`src/rtl/fetch_sequencer.sv`:
```
// Multi-cycle control sequencer for the 10-bit CPU: fetch, decode, execute,
// memory access and write-back, with a bounded wait on each memory handshake.
module fetch_sequencer #(
  parameter int TIMEOUT = 15,
  parameter int CNT_W   = 16
) (
  input  logic             clk,
  input  logic             reset,
  input  logic             start,
  input  logic             imem_ack,
  input  logic [9:0]       imem_data,
  input  logic             dmem_ack,
  input  logic             zero,
  output logic             imem_req,
  output logic             dmem_re,
  output logic             dmem_we,
  output logic [9:0]       ir,
  output logic             pc_en,
  output logic             pc_ctrl,
  output logic             alu_en,
  output logic             rf_we,
  output logic             retire,
  output logic             illegal,
  output logic             halted,
  output logic             fault,
  output logic [CNT_W-1:0] insn_count
);

  typedef enum logic [2:0] {
    S_IDLE,
    S_FETCH,
    S_DECODE,
    S_EXEC,
    S_MEM,
    S_WB,
    S_HALT,
    S_FAULT
  } state_t;

  // The wait counter counts missed-ack cycles; the last allowed miss is TIMEOUT-1.
  localparam logic [7:0] WAIT_LAST = 8'(TIMEOUT - 1);

  state_t     state;
  state_t     state_next;
  logic [7:0] wait_cnt;
  logic       wait_expired;

  logic [3:0] opcode;
  logic       is_alu;
  logic       is_ld;
  logic       is_st;
  logic       is_mem;
  logic       is_br;
  logic       is_bz;
  logic       is_halt;
  logic       is_ill;

  assign opcode       = ir[9:6];
  assign is_alu       = ~opcode[3];
  assign is_ld        = (opcode == 4'b1000);
  assign is_st        = (opcode == 4'b1001);
  assign is_mem       = is_ld | is_st;
  assign is_br        = (opcode == 4'b1010);
  assign is_bz        = (opcode == 4'b1011);
  assign is_halt      = (opcode == 4'b1111);
  assign is_ill       = (opcode == 4'b1101) || (opcode == 4'b1110);
  assign wait_expired = (wait_cnt == WAIT_LAST);

  always_ff @(posedge clk or negedge reset) begin
    if (!reset) begin
      state <= S_IDLE;
    end else begin
      state <= state_next;
    end
  end

  always_comb begin
    state_next = state;
    case (state)
      S_IDLE: begin
        if (start) state_next = S_FETCH;
      end
      S_FETCH: begin
        if (imem_ack)          state_next = S_DECODE;
        else if (wait_expired) state_next = S_FAULT;
      end
      S_DECODE: begin
        if (is_alu)       state_next = S_EXEC;
        else if (is_mem)  state_next = S_MEM;
        else if (is_halt) state_next = S_HALT;
        else              state_next = S_FETCH;
      end
      S_EXEC: state_next = S_WB;
      S_MEM: begin
        if (dmem_ack)          state_next = is_ld ? S_WB : S_FETCH;
        else if (wait_expired) state_next = S_FAULT;
      end
      S_WB: state_next = S_FETCH;
      S_HALT: begin
        if (start) state_next = S_FETCH;
      end
      S_FAULT: state_next = S_FAULT;
      default: state_next = S_IDLE;
    endcase
  end

  // pc_en and retire always rise together: the PC only moves when an instruction completes.
  always_comb begin
    imem_req = 1'b0;
    dmem_re  = 1'b0;
    dmem_we  = 1'b0;
    pc_en    = 1'b0;
    pc_ctrl  = 1'b0;
    alu_en   = 1'b0;
    rf_we    = 1'b0;
    retire   = 1'b0;
    illegal  = 1'b0;
    halted   = 1'b0;
    fault    = 1'b0;
    case (state)
      S_FETCH: imem_req = 1'b1;
      S_DECODE: begin
        if (!is_alu && !is_mem) begin
          pc_en   = 1'b1;
          retire  = 1'b1;
          pc_ctrl = is_br | (is_bz & zero);
          illegal = is_ill;
        end
      end
      S_EXEC: alu_en = 1'b1;
      S_MEM: begin
        dmem_re = is_ld;
        dmem_we = is_st;
        if (dmem_ack && is_st) begin
          pc_en  = 1'b1;
          retire = 1'b1;
        end
      end
      S_WB: begin
        rf_we  = 1'b1;
        pc_en  = 1'b1;
        retire = 1'b1;
      end
      S_HALT:  halted = 1'b1;
      S_FAULT: fault  = 1'b1;
      default: ;
    endcase
  end

  // Instruction register, handshake wait counter and saturating retire counter.
  always_ff @(posedge clk or negedge reset) begin
    if (!reset) begin
      ir         <= '0;
      wait_cnt   <= '0;
      insn_count <= '0;
    end else begin
      if (state == S_FETCH && imem_ack) begin
        ir <= imem_data;
      end
      if ((state == S_FETCH && !imem_ack) || (state == S_MEM && !dmem_ack)) begin
        wait_cnt <= wait_cnt + 8'd1;
      end else begin
        wait_cnt <= '0;
      end
      if (retire && (insn_count != {CNT_W{1'b1}})) begin
        insn_count <= insn_count + CNT_W'(1);
      end
    end
  end

endmodule

```
`config.mk`:
```
export PLATFORM = sky130hd
export DESIGN_NAME = fetch_sequencer
export DESIGN_NICKNAME = d
export VERILOG_FILES = /design/src/rtl/fetch_sequencer.sv
export SDC_FILE = /design/constraint.sdc
export NUM_CORES = 1
export LEC_CHECK = 0
export CORE_ASPECT_RATIO = 1.1
export CORE_MARGIN = 4
export CORE_UTILIZATION = 53
export CTS_BUF_LIST = sky130_fd_sc_hd__clkbuf_8
export CTS_CLUSTER_SIZE = 10
export DETAILED_ROUTE_END_ITERATION = 16
export PLACE_DENSITY = 0.95
export SETUP_SLACK_MARGIN = 0.02
export SKIP_CTS_REPAIR_TIMING = 1
export SLEW_MARGIN = 20
export SYNTH_ARGS = -nofsm -noshare
export SYNTH_HDL_FRONTEND = slang
export SYNTH_SLANG_ARGS = --single-unit
```
`constraint.sdc`:
```
create_clock -name clk -period 3.6 [get_ports clk]
set_input_delay 0.54 -clock clk [delete_from_list [all_inputs] [get_ports clk]]
set_output_delay 0.54 -clock clk [all_outputs]
set_load 0.1 [all_outputs]
```
## Word level (Yosys, flattened, before mapping)

Cells that the tools add are included.

| word-level totals | value |
|---|---|
| output and inout port bits | 37 |
| input bits | 16 |
| register bits after elaboration | 37 |

| operators by class | value |
|---|---|
| eq/ne operators | 17 |
| reduce and logical (&&, ||, !) cells | 13 |
| multiplexer cells | 24 |
| bitwise operators | 3 |
| add/sub/neg operators | 2 |

Operators with widths:

| kind | number |
|---|---|
| $eq 4x4->1 const B | 7 |
| $mux 3 | 8 |
| $pmux 3 s7 | 1 |
| $add 16x1->16 const B | 1 |
| $ne 16x16->1 const B | 1 |
| $mux 1 | 13 |
| $eq 3x3->1 const B | 4 |
| $add 8x1->8 const B | 1 |
| $eq 8x4->1 const B | 1 |
| $mux 8 | 1 |
| $eq 3x2->1 const B | 2 |
| $logic_and 1x1->1 | 6 |
| $eq 3x1->1 const B | 1 |
| $logic_not 1->1 | 3 |
| $logic_not 3->1 | 1 |
| $pmux 1 s3 | 1 |
| $logic_or 1x1->1 | 2 |
| $ne 2x1->1 const B | 1 |
| $or 1x1->1 | 2 |
| $reduce_or 2->1 | 1 |
| $and 1x1->1 | 1 |

## Logic depth before layout (Yosys ltp)

Gate-level depths: netlist of the first run.

| logic depth | value |
|---|---|
| depth after elaboration | 7 |
| depth in mapped cells | 7 |
| gate-level depth less buffers | 6 |

## Least setup slack after synthesis of the first run

OpenSTA, ideal clock, no wires.

| path | value |
|---|---|
| path type | register to output |
| from | register state[2] |
| to | output retire |
| path buffers | 2 |
| stages on the path, launching flop included | 6 |
| required time | 3.060 ns |
| path slack | 0.678 ns |
| arrival | 2.382 ns |
| path through | dfrtp_1 clkbuf_2 and3b_1 a21oi_1 nand2_2 buf_4 |

| between the ends | value |
|---|---|
| cells in the longest elaborated chain, start to end | 2 |
| elaborated cells between the ends (all ways) | 4 |

RTL lines:

| element | RTL line | text |
|---|---|---|
| start, declared | 43 | `state_t state;` |
| start signal, assigned | 73 | `state <= state_next;` |
| $eq 3x3->1 / $eq 3x2->1 (equally long branches) | -- |  |
| $pmux 1 s3 (*) | -- |  |
| end, declared | 22 | `output logic retire,` |

Mark *: on every way between the ends. The rest lies on a longest branch, timed or not.

## Worst setup path after layout of the first run

| path | value |
|---|---|
| from | register ir[7] |
| to | output ir[7] |

RTL lines:

| element | RTL line | text |
|---|---|---|
| start, declared | 17 | `output logic [9:0] ir,` |
| start signal, assigned | 158 | `ir <= imem_data;` |

No word-level cell between the ends.

==> impl_metrics.py, run 1 <==
metrics = {
    "outcome": {
        "status": "finished clean",
    },
    "logic_synthesis": {
        "synth-compound-area-share": 0.0513,
        "synthesis.nets": 200,
        "synth.distinct_cells": 42,
        "yosys.area_share.xor_xnor": 0.0818,
        "ys_seq_area_frac": 0.481,
        "syn_area_um2": 1930,
        "synthMuxAreaShare": 0.0818,
        "synth-adder-area-share": 0.0195,
        "synth-edff-count": 0,
        "synth_ff_type": "dfrtp_1",
        "synth_top_family_by_area": "simple AND/OR/NAND/NOR gates",
        "syn_avg_cell_area_um2": 10.6,
        "ys_ff_latch": 37,
        "yosys_warnings": 0,
        "async_flop_share": 1.00,
        "syn_inst": 181,
        "synth-simple-area-share": 0.256,
    },
    "drt": {
        "antenna_left": 0,
        "drc": 0,
        "drt-pass1-iter-count": 4,
        "viasPerCell": 5.53,
        "routedWlPerCell_um": 14.7,
        "first_iter_violations": 115,
        "drt-total-wl_um": 4160,
        "vias": 1564,
    },
    "cts": {
        "cts_made_buffers": 5,
        "cts_tree": "done",
        "root_buffer": "clkbuf_8",
        "clk_path_buf_depth": 2,
        "path_clk_slew_ps": 70,
        "cts-htree-levels": 2,
        "cts.sink_count": 37,
        "worstSkewPairLatency_ps": 290,
    },
    "timing": {
        "min_period_ps": 2530,
        "finalClockSkew_ps": 7.43,
        "tns_ps": 0,
        "post-route-period-util": 0.703,
        "setup_viol": 0,
        "relSlewSlack": 0.325,
        "rsz0062_at_grt": "false",
        "worstMarginPinSlew_ps": 1010,
        "max_freq_mhz": 395,
        "finalMaxSlewViolations": 0,
        "hold_violations": 0,
    },
    "placement": {
        "port_buffers": 52,
        "dp_hpwl_um": 3060,
        "globalplace.congestion": 0.847,
        "dpl-instance-area_um2": 2430,
    },
    "layout": {
        "multi_input_area_um2": 946,
        "final_cell_mix": "clkdlybuf4s50_1 (40), dfrtp_1 (37), nor2_1 (17), nand4_1 (13)",
        "regArea_um2": 926,
        "fill_cells": 252,
        "final_layout_size_suffix_gt1_frac": 0.149,
        "nNetsFinal": 253,
        "fin_util": 0.737,
        "diodes": 0,
        "area_delta_synth_final_pct": 30.5,
        "final_common_cell": "clkdlybuf4s50_1",
        "fin_area_um2": 2510,
    },
    "global_routing": {
        "overflow": 0,
        "track_usage": 0.192,
        "grt_antenna_before_repair": 0,
        "grt_max_degree": 38,
        "grt_pass1_wl_um": 6970,
        "grt_pass1_vias": 1522,
    },
    "setup_path": {
        "crit_path_end_kind": "output pin",
        "slowest_delay_ps": 1190,
        "regToRegSetupSlack_ps": 1500,
        "cp_slowest_cell": "clkdlybuf4s50_1",
        "required_ps": 3060,
        "critPathMaxFanout": 7,
        "worst-r2r-cell-count": 3,
        "reg2reg_from": "state[0]$_DFFE_PN0P_",
        "worstPathCellList": "clkdlybuf4s50_1",
        "crit_start": "ir[7]$_DFFE_PN0P_",
        "arrival_ps": 1990,
        "cpLargestDelayFamily": "buffers and inverters",
        "cp-start-kind": "flip-flop",
        "r2r_end": "ir[4]$_DFFE_PN0P_",
        "worstSetupPathType": "reg2out",
        "cp_num_buf_inv": 1,
    },
    "floorplan": {
        "die_y_um": 71.2,
        "core-area_um2": 3410,
        "dieArea_um2": 4670,
        "fp-row-count": 22,
        "start_util": 0.565,
        "die_width_um": 65.5,
        "pin_count": 53,
    },
    "worst_hold_path": {
        "hold_path.class": "in2async",
    },
    "run": {
        "drv_cap": 0,
    },
}
## area by class of cell
class,count,area share
Timing Repair Buffer,52,0.194
Inverter,3,0.00448
Multi-Input combinational cell,135,0.376
Sequential cell,37,0.368
Clock buffer,5,0.0274
Tap cell,48,0.0239
Clock inverter,3,0.00597
## sequential cells by signal, summed over array words and instances, names as in the netlist
name / cells
state: 3
wait_cnt: 8
ir: 10
insn_count: 16
## worst max-delay path by stage
stage                                   end  slack, ps  depth (start not counted)
after floorplan                      retire        680                          5
final                                 ir[7]       1070                          1
after global placement    ir[1]$_DFFE_PN0P_       1260                          4
after detailed placement  ir[4]$_DFFE_PN0P_       1140                          4
after global routing                  pc_en        960                          4
after CTS                             ir[7]       1080                          1
## metrics by stage
step,std cells,hold WS [ps],worst slack (ps)
2_1_floorplan,181,244,678
3_5_place_dp,275,483,1140
3_3_place_gp,275,486,1260
5_1_grt,283,392,959
4_1_cts,283,351,1080
6_report,283,330,1070
## cells in the mapped netlist (all sizes together), types with 2 or more instances
library cell  number  area share
nand4             14       0.049
nor2b              2      0.0065
o21ai              5       0.013
nand3              6       0.016
buf                4       0.018
xnor2             11       0.050
xor2               7       0.032
nor2              17       0.033
and2               2      0.0065
nand2             12       0.025
inv                3      0.0058
and4               2      0.0091
clkbuf             2      0.0045
nor4               2      0.0097
nor3               6       0.016
dfrtp             37        0.48
ha                 3       0.019
and3b              2      0.0091
mux2              14       0.082
and3               6       0.019
a21oi              7       0.020
nand2b             6       0.019
## layer usage
layer  vias up  routed length [um]  GRT usage  part of all wire
li1        759                   -          -                 -
met1       747                1860      0.249              0.45
met2        49                1990      0.304              0.48
met3         9                 241     0.0564             0.058
met4         0                  71     0.0714             0.017
met5         -                   0          0                 0
## cell families (layout without fill, tap and decap cells)
family / Yosys count / count (layout)
muxes: 14 / 14
AOI/OAI and AO/OA: 16 / 16
xor gates and xnor gates: 18 / 18
adders and majority gates: 3 / 3
buffers and inverters: 9 / 63
and+or+nand+nor: 84 / 84
DFF: 37 / 37
Power of run 1 is left out: the tool's default activity adds up to more than one toggle a clock period on the data nets, which glitch-free logic cannot reach.
==> inputs of run 2 (changes only) <==
--- a/config.mk
+++ b/config.mk
@@ -7,11 +7,11 @@
 export LEC_CHECK = 0
 export CORE_ASPECT_RATIO = 1.1
 export CORE_MARGIN = 4
-export CORE_UTILIZATION = 53
+export CORE_UTILIZATION = 45
 export CTS_BUF_LIST = sky130_fd_sc_hd__clkbuf_8
 export CTS_CLUSTER_SIZE = 10
 export DETAILED_ROUTE_END_ITERATION = 16
-export PLACE_DENSITY = 0.95
+export PLACE_DENSITY = 0.87
 export SETUP_SLACK_MARGIN = 0.02
 export SKIP_CTS_REPAIR_TIMING = 1
 export SLEW_MARGIN = 20
==> constraint.sdc (replaced) <==
create_clock -name clk -period 2.3 [get_ports clk]
set_input_delay 0.345 -clock clk [delete_from_list [all_inputs] [get_ports clk]]
set_output_delay 0.345 -clock clk [all_outputs]
set_load 0.1 [all_outputs]
==> run 2 against run 1 <==
  * Setup slack worse by 940 ps
  * Via count is 2.0% higher
  * Die area rose by 16%
  * Sequential cell count stayed put
  * Register-to-register slack got worse by 1200 ps
  * Design area rose by 4.0%
  * Clock skew decreased by 1.5 ps
  * Count of clock-buffer cells in the layout unchanged
  * Non-clock buffer count grew 2
  * Cell count up 1.8%
  * Utilization shrank 9.1 points
  * Sequential share of layout area down 1.1 points
  * Highest routed layer unchanged
==> impl_metrics.py, run 2 (synthesis gave the netlist of run 1 again) <==
metrics = {
    "setup_path": {
        "r2r_end": "insn_count[1]$_DFFE_PN0P_",
        "regToRegSetupSlack_ps": 300,
        "cp-start-kind": "flip-flop",
        "critPathMaxFanout": 12,
        "reg2reg_from": "state[1]$_DFFE_PN0P_",
        "worstSetupPathType": "reg2out",
        "required_ps": 1960,
        "arrival_ps": 1830,
        "worst-r2r-cell-count": 4,
        "crit_path_end_kind": "output pin",
    },
    "cts": {
        "cts_made_buffers": 5,
        "root_buffer": "clkbuf_8",
        "worstSkewPairLatency_ps": 290,
        "cts.sink_count": 37,
        "path_clk_slew_ps": 70,
        "cts-htree-levels": 2,
        "cts_tree": "done",
        "clk_path_buf_depth": 2,
    },
    "drt": {
        "wl_met3_um": 250,
        "drc": 0,
        "routedWlPerCell_um": 14.5,
        "wl_met2_um": 1980,
        "m1WireLength_um": 1780,
        "first_iter_violations": 149,
        "antenna_left": 0,
        "drt-pass1-iter-count": 4,
        "viasPerCell": 5.54,
        "drt-total-wl_um": 4160,
        "top_layer_used": "met4",
        "vias": 1595,
    },
    "placement": {
        "globalplace.congestion": 0.865,
        "dp_hpwl_um": 3080,
        "port_buffers": 52,
    },
    "global_routing": {
        "overflow": 0,
        "grt_pass1_vias": 1531,
        "track_usage": 0.161,
        "grt_max_degree": 38,
        "grt_pass1_wl_um": 6950,
        "grt_antenna_before_repair": 0,
    },
    "outcome": {
        "status": "finished clean",
    },
    "timing": {
        "post-route-period-util": 0.945,
        "finalMaxSlewViolations": 0,
        "worstMarginPinSlew_ps": 819,
        "relSlewSlack": 0.454,
        "max_freq_mhz": 460,
        "holdWs_ps": 141,
        "setup_viol": 0,
        "rsz0062_at_grt": "false",
        "min_period_ps": 2170,
        "finalClockSkew_ps": 5.91,
        "hold_violations": 0,
    },
    "layout": {
        "reg_top3": "insn_count x16, ir x10, wait_cnt x8",
        "diodes": 0,
        "largest_reg_flops": 16,
        "final_layout_size_suffix_gt1_frac": 0.301,
        "area_delta_synth_final_pct": 35.8,
        "final_cell_mix": "dfrtp_1 (31), buf_4 (30), nor2_1 (17), clkdlybuf4s50_1 (14), nand4_1 (13)",
        "nNetsFinal": 255,
        "top_register": "insn_count",
        "fill_cells": 324,
        "final_common_cell": "dfrtp_1",
    },
    "floorplan": {
        "die_y_um": 76.6,
        "pin_count": 53,
        "core-area_um2": 4050,
        "fp-row-count": 24,
        "die_width_um": 70.4,
        "start_util": 0.475,
        "dieArea_um2": 5390,
    },
    "run": {
        "drv_cap": 0,
    },
    "worst_hold_path": {
        "hold_path.class": "in2async",
    },
}
-- run 2: cell count changes in the layout (fill, tap and decap cells not counted), moves of 2 or more --
cell / delta
inv_1: -2
clkdlybuf4s50_1: -26
dfrtp_2: +6
buf_4: +19
dfrtp_1: -6
buf_12: +9
-- run 2: per-layer routing --
layer | vias to the layer above | global-route usage
li1 | 757 | -
met1 | 757 | 0.191
met2 | 64 | 0.262
met3 | 17 | 0.0449
met4 | 0 | 0.0843
met5 | - | 0
-- run 2: worst max-delay path by stage --
stage / slack [ps] / startpoint / cells after the start / end
2_1_floorplan: -20 / state[2]$_DFFE_PN0P_ / 3 / alu_en
3_3_place_gp: 300 / dmem_ack / 4 / insn_count[1]$_DFFE_PN0P_
3_5_place_dp: 280 / dmem_ack / 4 / insn_count[1]$_DFFE_PN0P_
4_1_cts: 120 / state[1]$_DFFE_PN0P_ / 4 / retire
5_1_grt: 20 / state[1]$_DFFE_PN0P_ / 4 / retire
6_report: 130 / state[1]$_DFFE_PN0P_ / 4 / retire
-- run 2: metrics by stage --
| step | std cells | setup TNS [ps] | worst slack [ps] | instance area [um^2] | utilization |
|---|---|---|---|---|---|
| global route | 288 | 0 | 22.8 | 2620 | 0.645 |
| finish | 288 | 0 | 126 | 2620 | 0.645 |
| CTS | 288 | 0 | 120 | 2620 | 0.645 |
| detailed placement | 281 | 0 | 278 | 2510 | 0.620 |
| global placement | 281 | 0 | 297 | 2510 | 0.620 |
| floorplan | 181 | -35.3 | -17.7 | 1940 | - |
-- run 2: worst max-delay path, stage by stage (launching register included) --
cell and delay [ps]:
dfrtp_1 560, and3b_2 290, a21oi_1 320, nand2_4 160, buf_12 200
-- run 2: area by class of cell --
type,count,area (um^2),share of cell area
Timing Repair Buffer,54,551,0.210
Sequential cell,37,933,0.357
Multi-Input combinational cell,135,952,0.364
Clock inverter,2,35.0,0.0134
Inverter,3,11.3,0.00430
Tap cell,52,65.1,0.0249
Clock buffer,5,68.8,0.0263
Power of run 2 is left out for the same reason.
==> inputs of run 3 (changes only) <==
--- a/config.mk
+++ b/config.mk
@@ -5,6 +5,8 @@
 export SDC_FILE = /design/constraint.sdc
 export NUM_CORES = 1
 export LEC_CHECK = 0
+export ABC_AREA = 0
+export ABC_CLOCK_PERIOD_IN_PS = 2300
 export CORE_ASPECT_RATIO = 1.1
 export CORE_MARGIN = 4
 export CORE_UTILIZATION = 45
@@ -18,3 +20,4 @@
 export SYNTH_ARGS = -nofsm -noshare
 export SYNTH_HDL_FRONTEND = slang
 export SYNTH_SLANG_ARGS = --single-unit
+export TNS_END_PERCENT = 30
==> run 3 against run 2 <==
  * Register-to-register slack better by 20 ps
  * Via count down 0.44%
  * Critical path type unchanged
  * Sequential cell count unchanged
  * Non-clock buffer count up 1
==> impl_metrics.py, run 3 (synthesis gave the netlist of run 1 again) <==
metrics = {
    "global_routing": {
        "overflow": 0,
        "grt_max_degree": 38,
        "grt_antenna_before_repair": 0,
        "grt_pass1_wl_um": 6960,
        "track_usage": 0.161,
        "grt_pass1_vias": 1501,
    },
    "drt": {
        "drc": 0,
        "routedWlPerCell_um": 14.3,
        "drt-pass1-iter-count": 5,
        "viasPerCell": 5.48,
        "vias": 1588,
        "first_iter_violations": 123,
        "drt-total-wl_um": 4150,
        "antenna_left": 0,
    },
    "worst_hold_path": {
        "hold_path.class": "in2async",
    },
    "setup_path": {
        "regToRegSetupSlack_ps": 320,
        "cp_slowest_cell": "dfrtp_2",
        "cp-start-kind": "flip-flop",
        "required_ps": 1960,
        "reg2reg_from": "state[1]$_DFFE_PN0P_",
        "crit_path_end_kind": "output pin",
        "cp_num_buf_inv": 1,
        "worstPathCellList": "or2_2, a21oi_1, nand2_4, buf_12",
        "arrival_ps": 1800,
        "worstSetupPathType": "reg2out",
        "cpLargestDelayFamily": "simple AND/OR/NAND/NOR gates",
        "critPathMaxFanout": 7,
        "worst-r2r-cell-count": 4,
        "r2r_end": "insn_count[1]$_DFFE_PN0P_",
        "slowest_delay_ps": 470,
    },
    "placement": {
        "dp_hpwl_um": 3160,
        "globalplace.congestion": 0.857,
        "port_buffers": 52,
    },
    "timing": {
        "min_period_ps": 2150,
        "relSlewSlack": 0.473,
        "tns_ps": 0,
        "setup_viol": 0,
        "finalMaxSlewViolations": 0,
        "max_freq_mhz": 466,
        "worstMarginPinSlew_ps": 790,
        "finalClockSkew_ps": 8.75,
        "rsz0062_at_grt": "false",
        "hold_violations": 0,
        "post-route-period-util": 0.934,
    },
    "cts": {
        "cts_tree": "done",
        "path_clk_slew_ps": 80,
        "cts-htree-levels": 2,
        "cts.sink_count": 37,
        "clk_path_buf_depth": 2,
        "cts_made_buffers": 5,
        "root_buffer": "clkbuf_8",
        "worstSkewPairLatency_ps": 290,
    },
    "layout": {
        "final_common_cell": "dfrtp_1",
        "largest_reg_flops": 16,
        "final_cell_mix": "dfrtp_1 (32), buf_4 (31), nor2_1 (17), clkdlybuf4s50_1 (14), nand4_1 (13)",
        "final_layout_size_suffix_gt1_frac": 0.303,
        "nNetsFinal": 256,
        "reg_top3": "insn_count x16, ir x10, wait_cnt x8",
        "area_delta_synth_final_pct": 35.2,
        "diodes": 0,
        "top_register": "insn_count",
    },
    "outcome": {
        "status": "finished clean",
    },
    "floorplan": {
        "pin_count": 53,
        "core-area_um2": 4050,
        "start_util": 0.475,
        "die_width_um": 70.4,
        "die_y_um": 76.6,
        "dieArea_um2": 5390,
        "fp-row-count": 24,
    },
    "run": {
        "drv_cap": 0,
    },
}
[run 3: cell types whose count changed in the layout (fill, tap and decap cells not counted), sizes merged]
cell	change
clkinv	+1
buf	+1
clkinvlp	+1
bufinv	-1
[run 3: area by class of cell]
| type | instances | area [um^2] |
|---|---|---|
| Fill cell | 335 | 1450 |
| Clock inverter | 3 | 17.5 |
| Multi-Input combinational cell | 135 | 952 |
| Tap cell | 52 | 65.1 |
| Clock buffer | 5 | 68.8 |
| Inverter | 3 | 11.3 |
| Timing Repair Buffer | 55 | 558 |
| Sequential cell | 37 | 932 |
[run 3: through the flow]
| stage | hold slack (ps) | std cells | area, um^2 | worst slack, ps | util |
|---|---|---|---|---|---|
| final | 135 | 290 | 2610 | 152 | 0.643 |
| after floorplan | 49.4 | 181 | 1940 | -52.4 | - |
| after global placement | 479 | 282 | 2520 | 306 | 0.621 |
| after CTS | 160 | 290 | 2600 | 61.6 | 0.642 |
| after detailed placement | 479 | 282 | 2520 | 266 | 0.621 |
| after global routing | 204 | 290 | 2610 | 93.3 | 0.643 |
[run 3: worst max path at each step]
stage / endpoint / cells after the start / from
after floorplan: insn_count[1]$_DFFE_PN0P_ / 6 / insn_count[0]$_DFFE_PN0P_
after global placement: ir[6]$_DFFE_PN0P_ / 5 / imem_ack
after CTS: pc_en / 4 / state[1]$_DFFE_PN0P_
after detailed placement: insn_count[1]$_DFFE_PN0P_ / 4 / state[1]$_DFFE_PN0P_
after global routing: retire / 4 / state[1]$_DFFE_PN0P_
final: pc_en / 4 / ir[7]$_DFFE_PN0P_
[run 3: worst reg2reg max path, delay by kind of cell, from the launching register on]
kind	cells	cell delay, ps
flops	1	500
compound gates	1	450
simple gates	2	540
mux	1	370
[run 3: per-layer routing]
| metal | GRT usage | vias up | routed length (um) |
|---|---|---|---|
| met5 | 0 | - | 0 |
| met4 | 0.0728 | 0 | 92 |
| met3 | 0.0449 | 13 | 239 |
| met2 | 0.267 | 49 | 2090 |
| met1 | 0.191 | 765 | 1730 |
| li1 | - | 761 | - |
Power of run 3 is left out for the same reason.
==> patch 1, RTL diff (flow settings as in run 3) <==
Make the reset (`reset`) synchronous in 2 clocked blocks.
--- a/src/rtl/fetch_sequencer.sv
+++ b/src/rtl/fetch_sequencer.sv
@@ -66,7 +66,7 @@
   assign is_ill       = (opcode == 4'b1101) || (opcode == 4'b1110);
   assign wait_expired = (wait_cnt == WAIT_LAST);
 
-  always_ff @(posedge clk or negedge reset) begin
+  always_ff @(posedge clk) begin
     if (!reset) begin
       state <= S_IDLE;
     end else begin
@@ -148,7 +148,7 @@
   end
 
   // Instruction register, handshake wait counter and saturating retire counter.
-  always_ff @(posedge clk or negedge reset) begin
+  always_ff @(posedge clk) begin
     if (!reset) begin
       ir         <= '0;
       wait_cnt   <= '0;
Check against the original RTL: differs if reset is asserted again (counterexample within 4 cycles, from zero or initial values and one cycle with reset low); with reset held inactive, the same outputs for 10 cycles.
==> patch 1 against run 3 <==
Design area rose by 0.43%. Synthesized cell count rose by 29%. Worst setup slack improved by 13 ps. Wire length rose by 16%. Synthesized area fell by 2.6%. Maximum frequency rose by 0.59%. Global-route usage rose by 2.6 points. Register-to-register slack got worse by 90 ps. Sequential cell count did not move. Via count rose by 18%.
==> patch 1: results <==
<?xml version="1.0" encoding="UTF-8"?>
<metrics>
  <group name="grt">
    <metric name="grt_pass1_vias" unit="">1707</metric>
    <metric name="grt_antenna_before_repair" unit="">0</metric>
    <metric name="grt_usage" unit="%">18.66</metric>
    <metric name="grt_pass1_wl" unit="um">7914</metric>
    <metric name="grt_max_degree" unit="">16</metric>
  </group>
  <group name="sta">
    <metric name="timing.clock.skew" unit="ps">8.345</metric>
    <metric name="slew-limit-headroom" unit="%">61.52</metric>
  </group>
  <group name="drt">
    <metric name="drtIter0Drc" unit="">148</metric>
    <metric name="avgRoutedWirePerCell" unit="um">14.07</metric>
    <metric name="vias" unit="">1873</metric>
    <metric name="firstDrtPassIters" unit="">4</metric>
  </group>
  <group name="logic_synthesis">
    <metric name="post_synth.cell_area_avg" unit="sq um">8.021</metric>
    <metric name="synth-async-reset-ratio" unit="%">0</metric>
    <metric name="synth.top_cell.area_share" unit="%">39.47</metric>
    <metric name="synth.top_cells.by_count" unit="">nand2_1, dfxtp_1, a21oi_1</metric>
    <metric name="synth_top_flop_cell" unit="">dfxtp_1</metric>
    <metric name="yosysSeqAreaShare" unit="%">39.47</metric>
    <metric name="netlist_top_cells_area" unit="">dfxtp_1, nand2_1, a21oi_1</metric>
    <metric name="count_of_unique_library_cells_instantiated_by_yosys" unit="">46</metric>
    <metric name="synth_fp_nets" unit="">253</metric>
  </group>
  <group name="layout">
    <metric name="non_clock_buffer_area_share" unit="%">21.62</metric>
    <metric name="final.signal_buffer_count" unit="">57</metric>
    <metric name="layout.comb_gates.multi_input" unit="">183</metric>
    <metric name="fillCellCount" unit="">336</metric>
    <metric name="final_cell_count_without_fillers" unit="">342</metric>
    <metric name="inv_count" unit="">5</metric>
    <metric name="n_clock_buffer" unit="">6</metric>
    <metric name="area_share_clock_buf_inv" unit="%">4.591</metric>
    <metric name="design.seq.count" unit="">37</metric>
    <metric name="finish.net_count" unit="">308</metric>
    <metric name="drive_above_1_share" unit="%">22.41</metric>
    <metric name="multi_input_area_share" unit="%">41.99</metric>
    <metric name="sequential_share_of_cell_area" unit="%">28.60</metric>
  </group>
  <group name="place">
    <metric name="dpl.cell_count" unit="">334</metric>
    <metric name="detailed_place.area" unit="sq um">2492</metric>
    <metric name="detailedPlacementHpwl" unit="um">3553</metric>
    <metric name="gp_congestion" unit="">0.8327</metric>
  </group>
  <group name="status">
    <metric name="run_status" unit="">completed</metric>
  </group>
  <group name="worst_setup_path">
    <metric name="crit_path_max_fanout" unit="">14</metric>
  </group>
  <group name="worst_hold_path">
    <metric name="worstHoldPathType" unit="">flop to flop</metric>
  </group>
</metrics>
==> patch 1: changes by cell type after synthesis, sizes merged, moves of 9 or more <==
cell and change:
a21oi +19, dfrtp -37, dfxtp +37, mux2 -14, nand2 +29, xnor2 -9
==> patch 1: routing by layer <==
layer | GRT usage, % | wire, um | up-vias
met1 | 22.83 | 2183 | 891
met2 | 33.05 | 2415 | 32
met3 | 4.617 | 148 | 4
met5 | 0 | 0 | -
met4 | 5.423 | 63 | 0
li1 | - | - | 946
==> patch 1: logic make-up after synthesis <==
family	share of synthesized area [%]
multiplexers	2.667
flip-flops	39.47
XOR/XNOR	3.733
AND/OR/NAND/NOR	32.73
buffers and inverters	3.467
AO/OA/AOI/OAI	15.93
adder cells (fa/ha/maj)	2.000
==> patch 1: final timing paths <==
| path | slack, ps | end | start | cells after the start |
|---|---|---|---|---|
| max reg2reg | 230 | insn_count[10] | state[0] | 5 |
| min reg2reg | 460 | ir[4] | ir[4] | 2 |
| max | 160 | retire | state[0] | 4 |
| min | 460 | ir[4] | ir[4] | 2 |
==> patch 1: worst max-delay path: stages, from the launching register on <==
cell	delay [ps]
dfxtp_1	590
and4bb_2	300
a21oi_2	290
nand2_4	130
buf_12	190
==> patch 1: stage by stage <==
stage / hold WS, ps / total power [mW] / utilization [%]
detailed placement: 448.9 / 1.160 / 62.41
global route: 479.6 / 1.812 / 65.51
floorplan: 441.1 / 1.032 / -
finish: 455.7 / 1.739 / 65.51
CTS: 459.9 / 1.751 / 65.41
global placement: 444.9 / 1.153 / 62.41
==> patch 2, RTL diff (settings of run 3) <==
Made on the original files. Set the parameter `CNT_W` to 14 (it was 16).
--- a/src/rtl/fetch_sequencer.sv
+++ b/src/rtl/fetch_sequencer.sv
@@ -2,7 +2,7 @@
 // memory access and write-back, with a bounded wait on each memory handshake.
 module fetch_sequencer #(
   parameter int TIMEOUT = 15,
-  parameter int CNT_W   = 16
+  parameter int CNT_W   = 14
 ) (
   input  logic             clk,
   input  logic             reset,
Interface: changed (resized insn_count); port bits go from 53 to 51. No check against the original RTL was run, so the function may have changed too.
==> patch 2 against run 3 <==
Largest cell class unchanged. Count of clock-buffer cells in the layout unchanged. Worst setup slack got worse by 16 ps. Design area increased by 3.7%. Sequential share of layout area fell by 3.0 points. First-iteration DRC count up 34%. Sequential cell count fell by 2. Cell count down 1.7%. Synthesized area decreased by 0.71%. Wire length grew 3.0%. Non-clock buffer count grew 11. Synthesized cell count is 8.3% lower.
Power is not shown: default switching activity piles up to over one toggle a cycle in this logic, so the estimate is an artifact.
==> patch 2: results <==
<?xml version="1.0" encoding="UTF-8"?>
<metrics>
  <group name="logic_synthesis">
    <metric name="synth_fp_nets" unit="">185</metric>
    <metric name="count_of_unique_library_cells_instantiated_by_yosys" unit="">51</metric>
    <metric name="netlist_top_cells_area" unit="">dfrtp_1, xnor2_1, mux2_1</metric>
    <metric name="synth.top_cells.by_count" unit="">dfrtp_1, xnor2_1, nor2_1</metric>
    <metric name="yosysSeqAreaShare" unit="%">45.78</metric>
    <metric name="yosysWarnings" unit="">0</metric>
  </group>
  <group name="drt">
    <metric name="avgRoutedWirePerCell" unit="um">15.01</metric>
    <metric name="route.detailed.vias_per_inst" unit="">5.298</metric>
    <metric name="drtIter0Drc" unit="">165</metric>
    <metric name="firstDrtPassIters" unit="">4</metric>
  </group>
  <group name="place">
    <metric name="gp_congestion" unit="">0.8870</metric>
    <metric name="detailedPlacementHpwl" unit="um">3189</metric>
    <metric name="numPortBuffers" unit="">50</metric>
  </group>
  <group name="layout">
    <metric name="area_share_clock_buf_inv" unit="%">3.287</metric>
    <metric name="final.signal_buffer_count" unit="">66</metric>
    <metric name="non_clock_buffer_area_share" unit="%">25.28</metric>
    <metric name="antennaDiodeCount" unit="">0</metric>
    <metric name="fillCellCount" unit="">303</metric>
    <metric name="reg.largest.list" unit="">insn_count (14), ir (10), wait_cnt (8)</metric>
    <metric name="drive_above_1_share" unit="%">36.48</metric>
    <metric name="multiInputGateArea" unit="sq um">964.7</metric>
    <metric name="finish.net_count" unit="">251</metric>
    <metric name="sequential_share_of_cell_area" unit="%">32.78</metric>
  </group>
  <group name="worst_setup_path">
    <metric name="critPathSlowestCell" unit="">dfrtp_1</metric>
    <metric name="timing.rr.start" unit="">state[0]</metric>
    <metric name="r2r.worst_path.cells" unit="">7</metric>
    <metric name="worstPathArrival" unit="ps">1820</metric>
    <metric name="max_stage_delay" unit="ps">490</metric>
    <metric name="worst_setup_slack_for_register_to_register_paths" unit="ps">170</metric>
    <metric name="crit_path_max_fanout" unit="">9</metric>
  </group>
  <group name="clocking">
    <metric name="clock_sink_count" unit="">35</metric>
    <metric name="cts.htree.levels" unit="">2</metric>
  </group>
  <group name="grt">
    <metric name="grt_usage" unit="%">15.84</metric>
    <metric name="grt_pass1_vias" unit="">1432</metric>
  </group>
  <group name="status">
    <metric name="run_status" unit="">completed</metric>
  </group>
  <group name="sta">
    <metric name="timing.clock.skew" unit="ps">5.762</metric>
  </group>
</metrics>
patch 2: cell count changes after synthesis, sizes merged, moves of 4 or more:
cell / before / now
nor2: 17 / 13
nand3: 6 / 12
a21oi: 7 / 3
nand4: 14 / 7
patch 2: worst max path at each step:
| stage | start | end | slack, ps | cells after the start |
|---|---|---|---|---|
| 3_5_place_dp | ir[8] | pc_en | 160 | 4 |
| 5_1_grt | state[0] | pc_en | 60 | 4 |
| 2_1_floorplan | ir[8] | retire | -960 | 5 |
| 4_1_cts | ir[8] | pc_en | -170 | 4 |
| 3_3_place_gp | ir[8] | retire | 220 | 4 |
| 6_report | state[0] | pc_en | 140 | 4 |
patch 2: layer usage:
metal	global-route usage (%)	vias up	wire length [um]
li1	-	728	-
met1	20.70	729	1940
met2	25.33	48	2055
met3	4.485	5	227
met4	4.981	0	53
met5	0	-	0
patch 2: metrics by stage:
step,hold slack [ps],cell area (sq um),setup WS (ps),cells
after global routing,471.9,2703,61.25,285
final,438.5,2703,135.9,285
after CTS,450.3,2628,-169.2,275
after detailed placement,478.1,2539,156.7,267
after global placement,469.8,2539,216.2,267
after floorplan,49.41,1942,-958.0,166
patch 2: worst register-to-register path, delay by kind of cell, from the launching register on:
family / cells / cell delay [ps]
DFF: 1 / 530
AOI/OAI and AO/OA: 1 / 490
and+or+nand+nor: 3 / 390
buffers and inverters: 2 / 310
muxes: 1 / 300
patch 2: cell families after synthesis:
kind of cell	synth area share, %
buffers and inverters	4.120
XOR/XNOR	8.699
flip-flops	45.78
AND/OR/NAND/NOR	24.92
AO/OA/AOI/OAI	7.849
adder cells (fa/ha/maj)	1.962
multiplexers	6.671
